[src/rtl/dq_burst_serdes.sv]
// dq_burst_serdes: moves one LANES x BL burst over the DQ pins, one beat per mem_clk.
// Writes shift a loaded burst out beat 0 first with dq_oe asserted. Reads wait RL
// cycles after the command, then shift dq_i into an assembly register and publish
// the whole burst to rdata at once with a one-cycle rd_valid pulse.
// Optional feature macro: DQ_BURST_CHOP_EN adds cmd_bc (burst chop to BL/2 beats).
// BL must be >= 2 and even, and RL must be >= 1.
module dq_burst_serdes #(
    parameter int LANES = 16,
    parameter int BL    = 8,
    parameter int RL    = 4,
    parameter int DW    = LANES * BL
) (
    input  logic             mem_clk,
    input  logic             rst,
    // Command handshake: a command is accepted on a rising edge where cmd_valid and
    // cmd_ready are both high. cmd_ready is high only when idle. cmd_rw, wdata (and
    // cmd_bc) are sampled only on that edge. A request made while busy is not stored;
    // the requester keeps cmd_valid high until it is accepted.
    input  logic             cmd_valid,
    input  logic             cmd_rw,
`ifdef DQ_BURST_CHOP_EN
    input  logic             cmd_bc,
`endif
    output logic             cmd_ready,
    input  logic [DW-1:0]    wdata,
    output logic [LANES-1:0] dq_o,
    output logic             dq_oe,
    input  logic [LANES-1:0] dq_i,
    output logic [DW-1:0]    rdata,
    output logic             rd_valid,
    output logic             busy,
    output logic [1:0]       dbg_state
);

    localparam int BCW = (BL > 1) ? $clog2(BL) : 1;
    localparam int WCW = $clog2(RL + 1);

    // Last beat index for a full burst and for a chopped (half) burst.
    localparam logic [BCW-1:0] FULL_LAST = BCW'(BL - 1);
    localparam logic [BCW-1:0] HALF_LAST = BCW'(BL / 2 - 1);
    // RD_WAIT lasts RL-1 cycles; the wait counter leaves it at this value.
    localparam logic [WCW-1:0] WAIT_LAST = WCW'((RL >= 2) ? RL - 2 : 0);

    typedef enum logic [1:0] {
        IDLE     = 2'd0,
        WR_BURST = 2'd1,
        RD_WAIT  = 2'd2,
        RD_BURST = 2'd3
    } state_t;

    state_t           state_q;
    logic [BCW-1:0]   beat_q;
    logic [WCW-1:0]   wait_q;
    logic [DW-1:0]    sreg_q;
    logic             chop_q;
    logic [LANES-1:0] dq_o_q;
    logic             dq_oe_q;
    logic [DW-1:0]    rdata_q;
    logic             rd_valid_q;

    logic             cmd_bc_w;
    logic [BCW-1:0]   beat_last;
    logic [DW-1:0]    asm_d;
    logic [DW-1:0]    rdata_d;

`ifdef DQ_BURST_CHOP_EN
    assign cmd_bc_w = cmd_bc;
`else
    assign cmd_bc_w = 1'b0;
`endif

    assign beat_last = chop_q ? HALF_LAST : FULL_LAST;

    // Incoming beat enters at the top, so after the last beat beat 0 sits at the bottom.
    assign asm_d = {dq_i, sreg_q[DW-1:LANES]};

    // Burst published to rdata; a chopped burst occupies the top half of asm_d and the
    // upper half of rdata is zero.
    always_comb begin
        rdata_d = asm_d;
        if (chop_q) begin
            rdata_d = {{(DW / 2){1'b0}}, asm_d[DW-1:DW/2]};
        end
    end

    // Burst sequencer: command accept, write shift-out, read wait and read capture.
    always_ff @(posedge mem_clk) begin
        if (rst) begin
            state_q    <= IDLE;
            beat_q     <= '0;
            wait_q     <= '0;
            sreg_q     <= '0;
            chop_q     <= 1'b0;
            dq_o_q     <= '0;
            dq_oe_q    <= 1'b0;
            rdata_q    <= '0;
            rd_valid_q <= 1'b0;
        end else begin
            rd_valid_q <= 1'b0;
            case (state_q)
                IDLE: begin
                    beat_q <= '0;
                    wait_q <= '0;
                    if (cmd_valid) begin
                        chop_q <= cmd_bc_w;
                        if (cmd_rw) begin
                            state_q <= WR_BURST;
                            dq_o_q  <= wdata[LANES-1:0];
                            dq_oe_q <= 1'b1;
                            sreg_q  <= wdata >> LANES;
                        end else if (RL == 1) begin
                            state_q <= RD_BURST;
                        end else begin
                            state_q <= RD_WAIT;
                        end
                    end
                end
                WR_BURST: begin
                    if (beat_q == beat_last) begin
                        state_q <= IDLE;
                        dq_o_q  <= '0;
                        dq_oe_q <= 1'b0;
                        beat_q  <= '0;
                    end else begin
                        dq_o_q <= sreg_q[LANES-1:0];
                        sreg_q <= sreg_q >> LANES;
                        beat_q <= beat_q + BCW'(1);
                    end
                end
                RD_WAIT: begin
                    if (wait_q == WAIT_LAST) begin
                        state_q <= RD_BURST;
                        wait_q  <= '0;
                    end else begin
                        wait_q <= wait_q + WCW'(1);
                    end
                end
                RD_BURST: begin
                    sreg_q <= asm_d;
                    if (beat_q == beat_last) begin
                        state_q    <= IDLE;
                        rdata_q    <= rdata_d;
                        rd_valid_q <= 1'b1;
                        beat_q     <= '0;
                    end else begin
                        beat_q <= beat_q + BCW'(1);
                    end
                end
                default: state_q <= IDLE;
            endcase
        end
    end

    assign cmd_ready = (state_q == IDLE);
    assign busy      = ~cmd_ready;
    assign dq_o      = dq_o_q;
    assign dq_oe     = dq_oe_q;
    assign rdata     = rdata_q;
    assign rd_valid  = rd_valid_q;
    assign dbg_state = state_q;

endmodule
[config.mk]
export PLATFORM = sky130hd
export DESIGN_NAME = dq_burst_serdes
export DESIGN_NICKNAME = d
export VERILOG_FILES = /design/src/rtl/dq_burst_serdes.sv
export SDC_FILE = /design/constraint.sdc
export NUM_CORES = 1
export LEC_CHECK = 0
export ABC_AREA = 1
export CORE_MARGIN = 5
export CORE_UTILIZATION = 35
export CTS_CLUSTER_DIAMETER = 80
export DETAILED_ROUTE_END_ITERATION = 6
export PLACE_DENSITY_LB_ADDON = 0.1
export SYNTH_ARGS = -nofsm -noshare
export SYNTH_HDL_FRONTEND = slang
export SYNTH_SLANG_ARGS = --single-unit
[constraint.sdc]
create_clock -name mem_clk -period 5.5 [get_ports mem_clk]
set_clock_uncertainty 0.05 [all_clocks]
set_input_delay 1.1 -clock mem_clk [delete_from_list [all_inputs] [get_ports mem_clk]]
set_output_delay 1.1 -clock mem_clk [all_outputs]
set_load 0.05 [all_outputs]
==> metrics.md <==
| Metric | Value |
|---|---|
| TritonCTS Buffers | `34` |
| Routed WL per cell | `16.3 um` |
| Final Power | `0.00720 W` |
| CTS max path bufs | `3` |
| First-pass GRT wire length | `60,500 um` |
| Setup crit start kind | `register` |
| Outcome | `completed` |
| Lkg Pwr | `6.32 nW` |
| Mapped Avg Cell Area | `6.87 um^2` |
| Die width | `193 um` |
| Clk sinks | `282` |
| First-pass DRT Iterations | `5` |
| Post-CTS setup buffer count | `0` |
| Total grt overflow | `0` |
| Commonest cells after routing, fill and taps aside | `nor2_1, nand2_1, o21ai_0` |
| Delay-heaviest family, CP | `buffers and inverters` |
| Initial antenna violation count | `2` |
| P per Cell Area | `454 nW/um^2` |
| Initial Util | `35.7%` |
| Worst vdd ir | `0.279 mV` |
| Clk slew on worst S/H paths | `0.06 ns` |
| CORE AREA | `32,700 um^2` |
| Crit path buf inv count | `3` |
| Flop pwr share | `40.1%` |
| I/O pins | `298` |
| Largest net degree at the start of global routing | `149` |
| Reg2reg setup slack | `2.23 ns` |
| Port Buffer Count | `297` |
| Yosys warns | `0` |
| Max cap viols | `0` |
| Clock power frac | `30.9%` |
| Worst skew pair latency | `0.51 ns` |
| Comb pwr share | `29.0%` |
| 1st-iter DRT viols | `573` |
| Row count | `66` |
| RSZ-0062 raised after global routing | `false` |
| Multi-input logic area | `5330 um^2` |
| Post-route clock period utilization | `65.5%` |
| Critical-path cell list | `inv_2, ha_1, inv_1, clkdlybuf4s50_1` |
| Mapped Cells | `1,697` |
| Worst slew pin tran | `1.14 ns` |
| TritonCTS clock tree | `done` |
| Post-cts gate resize count | `0` |
| Fill cell count | `3,407` |
| H-tree level count | `2` |
| Share of cells above drive strength 1 | `3.61%` |
| Final Setup Violations | `0` |
| Total GRT Usage | `20.4%` |
| Final hold violations | `0` |
| Setup_tns | `0 ns` |
| Clock root cell | `clkbuf_16` |
| NetSw | `0.00264 W` |
| Most common cell after layout, fill and taps aside | `nor2_1` |
| Crit-path max cell delay | `0.82 ns` |
| Number of global-route vias before repair | `11,200` |
| Vias | `11,400` |
| Max Fclk | `278 MHz` |
| Final GP Congestion | `0.833` |
| Post-route ant nets | `0` |
| Full die area | `37,100 um^2` |
| Sequential area share after synthesis | `48.4%` |
| Avg Vias per Cell | `4.76` |
| HP Class | `reg -> reg` |
| CP required | `4.35 ns` |
| Max Slew Vio Count | `0` |
| Post-synthesis cell type count | `21` |
| Sequential Area | `5650 um^2` |
| Post-Syn Area | `11,700 um^2` |
| Crit. End Element | `output pin` |
| DRC | `0` |
| Area grow syn2layout | `36.0%` |
| Crit path DAT | `2.45 ns` |
| Critical Path Fanout Max | `38` |
| WL final | `38,800 um` |
| Final nets | `2,074` |
| Die H | `193 um` |
| Switching share of power | `36.6%` |
| Post-synth net total | `1,855` |
| Slew margin rel. | `24.0%` |
| CTS hold repair buffers | `0` |
| Internal power component | `0.00456 W` |
| Tmin final | `3.60 ns` |
| WS Path Type | `reg -> out` |
| Hpwl dp | `25,500 um` |
| Slowest cell on crit path | `clkdlybuf4s50_1` |
| Number of synthesized register bits | `282` |
-- power groups by stage --
| stage | clock network (W) | logic (W) | registers [W] |
|---|---|---|---|
| floorplan | 0 | 0.00148 | 0.00291 |
| global placement | 0 | 0.00209 | 0.00292 |
| detailed placement | 0 | 0.00211 | 0.00293 |
| CTS | 0.00229 | 0.00212 | 0.00289 |
| global route | 0.00237 | 0.00239 | 0.00295 |
| finish | 0.00223 | 0.00209 | 0.00289 |
-- Yosys cell counts, drive strengths merged --
library cell    n  area, um^2
o21a            1        7.51
a21oi          26         134
a31oi           1        6.26
dfxtp         282        5650
o21ai         335        1680
ha             10         125
nor3            1        5.00
buf            52         309
inv            33         124
nor2          517        1940
nand3          19        95.1
nand2         346        1300
clkbuf         72         270
xor2            2        17.5
-- flip-flops by register name, indices dropped and copies added, names as in the netlist --
| register | count |
|---|---|
| sreg_q | 128 |
| beat_q | 3 |
| dq_oe | 1 |
| dbg_state | 2 |
| rdata | 128 |
| rd_valid | 1 |
| wait_q | 3 |
| dq_o | 16 |
-- layout make-up --
cell class	instances	area share, %
repair buffers	307	19.4
well taps	442	3.49
flip-flops and latches	282	35.6
multi-input cells	1258	33.6
clock buffers	53	6.60
clock inverters	7	0.434
diodes	1	0.0158
inverters	33	0.844
-- tightest hold or removal path, stage by stage (launching register included) --
cell,delay (ns)
dfxtp_1,0.31
inv_1,0.06
a21oi_1,0.05
-- per-stage QoR --
step                setup slack [ns]  utilization, %  hold WS, ns  cells  instance area (um^2)
floorplan                       2.50               -        0.389   1697                 11700
global placement                2.11            45.1        0.404   2322                 14700
detailed placement              2.08            45.1        0.414   2322                 14700
CTS                             1.86            48.5        0.422   2382                 15900
global route                    1.75            48.5        0.451   2383                 15900
finish                          1.90            48.5        0.418   2383                 15900
-- layer usage --
| layer | GRT usage [%] | up-vias | wire length, um |
|---|---|---|---|
| met5 | 0 | - | 7 |
| met4 | 5.05 | 2 | 786 |
| met3 | 5.59 | 49 | 2870 |
| met2 | 34.2 | 310 | 18400 |
| met1 | 26.1 | 5170 | 16700 |
| li1 | - | 5820 | - |
-- kinds of logic (layout without fill, tap and decap cells) --
group           after synthesis  count (layout)  synth area share [%]
buf+inv                     157             400                  6.03
flops                       282             282                  48.4
compound gates              363             363                  15.6
simple gates                883             883                  28.7
xor+xnor                      2               2                 0.150
fa+ha+maj                    10              10                  1.07
other cells                   0               1                     0
-- worst paths after layout --
path                startpoint         end  cells after the start
setup / recovery  dbg_state[0]        busy                      4
hold / removal      sreg_q[79]   rdata[63]                      2
setup reg to reg  dbg_state[0]  rdata[116]                      6
hold reg to reg     sreg_q[79]   rdata[63]                      2
No activity file was read; power rests on OpenSTA's default activity.
